<file path="src/rtl/tlb_pkg.sv">
// Shared encodings for the TLB operation controller: op codes, CP0 selects,
// packed TLB entry field offsets, CP0 register bit positions and FSM states.
package tlb_pkg;

  typedef enum logic [1:0] {
    OP_TLBP  = 2'b00,
    OP_TLBR  = 2'b01,
    OP_TLBWI = 2'b10,
    OP_TLBWR = 2'b11
  } tlb_op_e;

  typedef enum logic [1:0] {
    SEL_INDEX    = 2'd0,
    SEL_ENTRYHI  = 2'd1,
    SEL_ENTRYLO0 = 2'd2,
    SEL_ENTRYLO1 = 2'd3
  } cp0_sel_e;

  typedef enum logic [1:0] {
    ST_IDLE = 2'd0,
    ST_EXEC = 2'd1,
    ST_RESP = 2'd2
  } state_e;

  localparam int unsigned VPN2_W = 19;
  localparam int unsigned ASID_W = 8;
  localparam int unsigned PFN_W  = 20;
  localparam int unsigned C_W    = 3;

  // Packed entry {vpn2,asid,g,pfn0,c0,d0,v0,pfn1,c1,d1,v1}, LSB first below.
  localparam int unsigned ENTRY_W    = 78;
  localparam int unsigned E_V1       = 0;
  localparam int unsigned E_D1       = 1;
  localparam int unsigned E_C1_LSB   = 2;
  localparam int unsigned E_PFN1_LSB = 5;
  localparam int unsigned E_V0       = 25;
  localparam int unsigned E_D0       = 26;
  localparam int unsigned E_C0_LSB   = 27;
  localparam int unsigned E_PFN0_LSB = 30;
  localparam int unsigned E_G        = 50;
  localparam int unsigned E_ASID_LSB = 51;
  localparam int unsigned E_VPN2_LSB = 59;

  localparam int unsigned EHI_VPN2_LSB = 13;
  localparam logic [31:0] EHI_WMASK    = 32'hFFFF_E0FF;

  localparam int unsigned ELO_G       = 0;
  localparam int unsigned ELO_V       = 1;
  localparam int unsigned ELO_D       = 2;
  localparam int unsigned ELO_C_LSB   = 3;
  localparam int unsigned ELO_PFN_LSB = 6;
  localparam logic [31:0] ELO_WMASK   = 32'h03FF_FFFF;

  function automatic logic [31:0] make_entrylo(input logic [PFN_W-1:0] pfn,
                                               input logic [C_W-1:0]   c,
                                               input logic d, input logic v,
                                               input logic g);
    return {6'b0, pfn, c, d, v, g};
  endfunction

endpackage

</file>
<file path="src/rtl/tlb_random_ctr.sv">
// CP0 Random register: free-running down counter that wraps 0 -> TLBNUM-1.
module tlb_random_ctr #(
  parameter  int unsigned TLBNUM = 16,
  localparam int unsigned IDXW   = $clog2(TLBNUM)
) (
  input  logic            clk,
  input  logic            reset,
  output logic [IDXW-1:0] random_o
);

  logic [IDXW-1:0] random_q;

  always_ff @(posedge clk or posedge reset) begin
    if (reset)                 random_q <= IDXW'(TLBNUM - 1);
    else if (random_q == '0)   random_q <= IDXW'(TLBNUM - 1);
    else                       random_q <= random_q - 1'b1;
  end

  assign random_o = random_q;

endmodule

</file>
<file path="src/rtl/tlb_op_ctrl.sv">
// Executes TLBP/TLBR/TLBWI/TLBWR against the TLB and owns the CP0 TLB registers.
// Optional macro TLB_RANDOM_EN adds the Random register used as the TLBWR index.
module tlb_op_ctrl
  import tlb_pkg::*;
#(
  parameter  int unsigned TLBNUM = 16,
  localparam int unsigned IDXW   = $clog2(TLBNUM)
) (
  input  logic               clk,
  input  logic               reset,
  input  logic               req_valid,
  input  logic [1:0]         req_op,
  output logic               req_ready,
  output logic               resp_valid,
  input  logic               resp_ready,
  output logic               busy,
  input  logic               cp0_we,
  input  logic [1:0]         cp0_sel,
  input  logic [31:0]        cp0_wdata,
  output logic [31:0]        index_o,
  output logic [31:0]        entryhi_o,
  output logic [31:0]        entrylo0_o,
  output logic [31:0]        entrylo1_o,
  output logic [VPN2_W-1:0]  s_vpn2,
  output logic [ASID_W-1:0]  s_asid,
  input  logic               s_found,
  input  logic [IDXW-1:0]    s_index,
  output logic               tlb_we,
  output logic [IDXW-1:0]    w_index,
  output logic [ENTRY_W-1:0] w_entry,
  output logic [IDXW-1:0]    r_index,
  input  logic [ENTRY_W-1:0] r_entry
);

  state_e          state_q, state_d;
  tlb_op_e         op_q, op_d;
  logic            index_p_q, index_p_d;
  logic [IDXW-1:0] index_q, index_d;
  logic [31:0]     entryhi_q, entryhi_d;
  logic [31:0]     entrylo0_q, entrylo0_d;
  logic [31:0]     entrylo1_q, entrylo1_d;

  // NOTE: sequential state uses <= so every register samples pre-edge values;
  // the asynchronous reset also clears the registers so a cut-off op leaves nothing behind.
  always_ff @(posedge clk or posedge reset) begin
    if (reset) begin
      state_q    <= ST_IDLE;
      op_q       <= OP_TLBP;
      index_p_q  <= 1'b0;
      index_q    <= '0;
      entryhi_q  <= '0;
      entrylo0_q <= '0;
      entrylo1_q <= '0;
    end else begin
      state_q    <= state_d;
      op_q       <= op_d;
      index_p_q  <= index_p_d;
      index_q    <= index_d;
      entryhi_q  <= entryhi_d;
      entrylo0_q <= entrylo0_d;
      entrylo1_q <= entrylo1_d;
    end
  end

  // NOTE: every always_comb output gets a default first, so no path can infer a latch.
  always_comb begin
    state_d    = state_q;
    op_d       = op_q;
    index_p_d  = index_p_q;
    index_d    = index_q;
    entryhi_d  = entryhi_q;
    entrylo0_d = entrylo0_q;
    entrylo1_d = entrylo1_q;
    tlb_we     = 1'b0;

    unique case (state_q)
      ST_IDLE: begin
        // A CP0 write and a request accepted together both land on this edge.
        if (cp0_we) begin
          unique case (cp0_sel_e'(cp0_sel))
            SEL_INDEX:    index_d    = cp0_wdata[IDXW-1:0];
            SEL_ENTRYHI:  entryhi_d  = cp0_wdata & EHI_WMASK;
            SEL_ENTRYLO0: entrylo0_d = cp0_wdata & ELO_WMASK;
            SEL_ENTRYLO1: entrylo1_d = cp0_wdata & ELO_WMASK;
            default: ;
          endcase
        end
        if (req_valid) begin
          op_d    = tlb_op_e'(req_op);
          state_d = ST_EXEC;
        end
      end

      ST_EXEC: begin
        state_d = ST_RESP;
        unique case (op_q)
          OP_TLBP: begin
            index_p_d = ~s_found;
            index_d   = s_found ? s_index : '0;
          end
          OP_TLBR: begin
            entryhi_d  = {r_entry[E_VPN2_LSB +: VPN2_W], 5'b0, r_entry[E_ASID_LSB +: ASID_W]};
            entrylo0_d = make_entrylo(r_entry[E_PFN0_LSB +: PFN_W], r_entry[E_C0_LSB +: C_W],
                                      r_entry[E_D0], r_entry[E_V0], r_entry[E_G]);
            entrylo1_d = make_entrylo(r_entry[E_PFN1_LSB +: PFN_W], r_entry[E_C1_LSB +: C_W],
                                      r_entry[E_D1], r_entry[E_V1], r_entry[E_G]);
          end
          OP_TLBWI, OP_TLBWR: tlb_we = 1'b1;
          default: ;
        endcase
      end

      ST_RESP: begin
        if (resp_ready) state_d = ST_IDLE;
      end

      default: state_d = ST_IDLE;
    endcase
  end

  always_comb begin
    w_entry = '0;
    w_entry[E_VPN2_LSB +: VPN2_W] = entryhi_q[EHI_VPN2_LSB +: VPN2_W];
    w_entry[E_ASID_LSB +: ASID_W] = entryhi_q[ASID_W-1:0];
    w_entry[E_G]                  = entrylo0_q[ELO_G] & entrylo1_q[ELO_G];
    w_entry[E_PFN0_LSB +: PFN_W]  = entrylo0_q[ELO_PFN_LSB +: PFN_W];
    w_entry[E_C0_LSB +: C_W]      = entrylo0_q[ELO_C_LSB +: C_W];
    w_entry[E_D0]                 = entrylo0_q[ELO_D];
    w_entry[E_V0]                 = entrylo0_q[ELO_V];
    w_entry[E_PFN1_LSB +: PFN_W]  = entrylo1_q[ELO_PFN_LSB +: PFN_W];
    w_entry[E_C1_LSB +: C_W]      = entrylo1_q[ELO_C_LSB +: C_W];
    w_entry[E_D1]                 = entrylo1_q[ELO_D];
    w_entry[E_V1]                 = entrylo1_q[ELO_V];
  end

`ifdef TLB_RANDOM_EN
  logic [IDXW-1:0] random_w;

  tlb_random_ctr #(.TLBNUM(TLBNUM)) u_random (
    .clk      (clk),
    .reset    (reset),
    .random_o (random_w)
  );

  assign w_index = (op_q == OP_TLBWR) ? random_w : index_q;
`else
  assign w_index = index_q;
`endif

  assign req_ready  = (state_q == ST_IDLE);
  assign resp_valid = (state_q == ST_RESP);
  assign busy       = (state_q != ST_IDLE);
  assign r_index    = index_q;
  assign s_vpn2     = entryhi_q[EHI_VPN2_LSB +: VPN2_W];
  assign s_asid     = entryhi_q[ASID_W-1:0];
  assign index_o    = {index_p_q, {(31 - IDXW){1'b0}}, index_q};
  assign entryhi_o  = entryhi_q;
  assign entrylo0_o = entrylo0_q;
  assign entrylo1_o = entrylo1_q;

endmodule

</file>
<file path="config.mk">
export PLATFORM = sky130hd
export DESIGN_NAME = tlb_op_ctrl
export DESIGN_NICKNAME = d
export VERILOG_FILES = /design/src/rtl/tlb_pkg.sv /design/src/rtl/tlb_random_ctr.sv /design/src/rtl/tlb_op_ctrl.sv
export SDC_FILE = /design/constraint.sdc
export NUM_CORES = 1
export LEC_CHECK = 0
export ABC_AREA = 1
export CORE_AREA = 2 2 143 145
export DETAILED_ROUTE_END_ITERATION = 16
export DIE_AREA = 0 0 145 147
export HOLD_SLACK_MARGIN = 0.15
export PLACE_DENSITY = 0.67
export REMOVE_ABC_BUFFERS = 1
export SYNTH_ARGS = -nofsm -noshare
export SYNTH_HDL_FRONTEND = slang
export SYNTH_SLANG_ARGS = --single-unit
export TNS_END_PERCENT = 50
</file>
<file path="constraint.sdc">
create_clock -name clk -period 5.2 [get_ports clk]
set_clock_uncertainty 0.1 [all_clocks]
set_input_delay 0.78 -clock clk [delete_from_list [all_inputs] [get_ports clk]]
set_output_delay 0.78 -clock clk [all_outputs]
set_load 0.02 [all_outputs]
</file>
==> flow_summary.toml <==
[setup_path]
worstSetupStartpointType = "register"
cp_max_fo = 82
endpoint_kind = "output port"
worstPathArrival_ns = 3.01
crit_type = "reg2out"
critPathRequiredTime_ns = 4.32
ff2ff_setup_slack_ns = 1.95

[timing]
layout_min_cycle_time_ns = 3.89
slew_viol_final = 0
hold_viol = 0
tns_ns = 0
grt_setup_unrepaired = "no"
holdWs_ns = 0.408
finalSetupViolCount = 0
timing.fmax_ghz = 0.257
slew_headroom_pct = 37.9
max_slew.worst_pin.slew_ns = 0.932
fin_crit_sh_pct = 74.8

[floorplanning]
die-height_um = 147
dieArea_mm2 = 0.0213
chipWidth_um = 145
core_area_mm2 = 0.0198
io_pins = 369
start_util_pct = 29.3
rows = 52

[clocking]
ctsResizeCount = 0
post-cts-setup-buffer-count = 0
cts-root-buf = "clkbuf_16"
clkLatencyLatePin_ns = 0.34
numCtsBuffers = 9
htreeDepth = 3
cts_buffer_depth = 2
clk_pin_slew_ns = 0.07
cts_sinks = 88
cts_tree = "done"
hold_buffers = 0

[finish]
area_growth_pct = 45.8
n_antenna_cell = 0
drive_above_1_share_pct = 4.40
fin_cells = 1247
utilization_pct = 42.8
fin_nets = 1096

[global_route]
use_met2_pct = 30.9
grt_use_met3_pct = 3.85
busiest_layer = "met2"
grt_use_met1_pct = 22.1
grt_max_degree = 83
antenna_found_initial = 0
overflow = 0
first_global_vias = 5377
grt_pass1_wl_um = 30000
grt_usage_pct = 18.0

[routing]
wl_um = 19600
drtIter0Drc = 250
drtAntennaViolNets = 0
via_count = 5571
vias_per_cell = 4.47
routedWlPerCell_um = 15.7
drc_errors = 0
drtPass1Iterations = 6

[pwr]
p_leak_nw = 4.06
power_w = 0.00547
peakVddDrop_v = 0.000424
pwr_density_cell_mw_per_mm2 = 644

[synth]
ys_seq_elements = 88
synth-seq-area-share_pct = 37.8
ys_warn_count = 0
synth.distinct_cells = 18
syn_area_mm2 = 0.00582
synth_top_area_share_pct = 37.8
syn_inst = 789
synth_area_leaders = "dfrtp_1 (38%), buf_4 (21%), nand2_1 (20%)"
synth_top_area_cell = "dfrtp_1"
avgSynthCellArea_um2 = 7.38

[status]
status = "completed"

[placement]
dpl.cell_count = 1231
io_buffers = 324
gp_congestion = 0.848
dpl.hpwl_um = 13900

[min_path]
hp-class = "reg2reg"

[run]
maxCapViolations = 0
[flip-flops by register name (all words and copies together) (netlist names)]
name and count:
entryhi_o 27, entrylo0_o 26, entrylo1_o 26, r_index 4, op_q 2, state_q 2
index_p_q 1
[per-layer routing]
metal | vias up | share of wire, %
met1 | 2566 | 41
met4 | 0 | 2.1
met2 | 303 | 49
li1 | 2673 | -
met5 | - | 0
met3 | 29 | 8.4
[power by group]
| group | leakage [nW] | internal, W | switching, W |
|---|---|---|---|
| combinational | 2.81 | 0.00144 | 0.00201 |
| sequential | 1.12 | 0.000975 | 0.000377 |
| clock | 0.131 | 0.000375 | 0.000291 |
[cell usage in the layout (no fill, tap or decap)]
cell type,n
nand2_2,2
buf_4,2
o21ai_1,1
nor2_4,2
nand2_1,306
clkinvlp_4,4
nand3_2,13
inv_1,12
clkbuf_1,1
nand2_4,5
inv_2,2
bufinv_16,1
dfrtp_1,87
dfrtp_4,1
nor2_1,4
clkbuf_16,9
clkdlybuf4s50_1,324
inv_4,1
inv_6,1
o21ai_0,3
nand3_1,152
conb_1,44
[cell families after synthesis]
family / synth area share (%)
simple gates: 36.8
buf+inv: 24.9
compound gates: 0.344
flops: 37.8
other cells: 0.0644
[through the flow]
step / worst slack (ns) / area (um2)
final: 1.31 / 8490
after global routing: 1.09 / 8490
after CTS: 1.30 / 8490
after detailed placement: 1.71 / 8190
after global placement: 1.72 / 8190
after floorplan: 1.62 / 4590
[cells in the mapped netlist (all sizes together)]
master and n:
conb 1, nand2 313, buf 183, inv 15
nand3 165, nor2 6, o21ai 4, dfrtp 88
clkbuf 14
[worst paths after layout]
check / end / cells past startpoint / from
min in group asynchronous: entrylo1_o[5] / 2 / reset
setup reg to reg: entrylo1_o[15] / 5 / state_q[0]
hold / removal: entrylo0_o[24] / 2 / entrylo0_o[24]
max in group asynchronous: entryhi_o[30] / 3 / reset
hold reg to reg: entrylo0_o[24] / 2 / entrylo0_o[24]
setup / recovery: tlb_we / 3 / state_q[0]
[final cells by class]
| cell class | count | area (um2) |
|---|---|---|
| fillers | 2031 | 11400 |
| multi-input cells | 532 | 2330 |
| well taps | 270 | 338 |
| clock buffers | 10 | 229 |
| repair buffers | 326 | 3260 |
| flip-flops and latches | 88 | 2210 |
| inverters | 15 | 58.8 |
| clock inverters | 6 | 68.8 |
[worst max-delay path, stage by stage, from the launching register on]
cell and delay (ns):
dfrtp_4 1.02, nand2_2 0.71, nor2_1 0.27, clkdlybuf4s50_1 0.65
No activity file was read; power rests on OpenSTA's default activity.
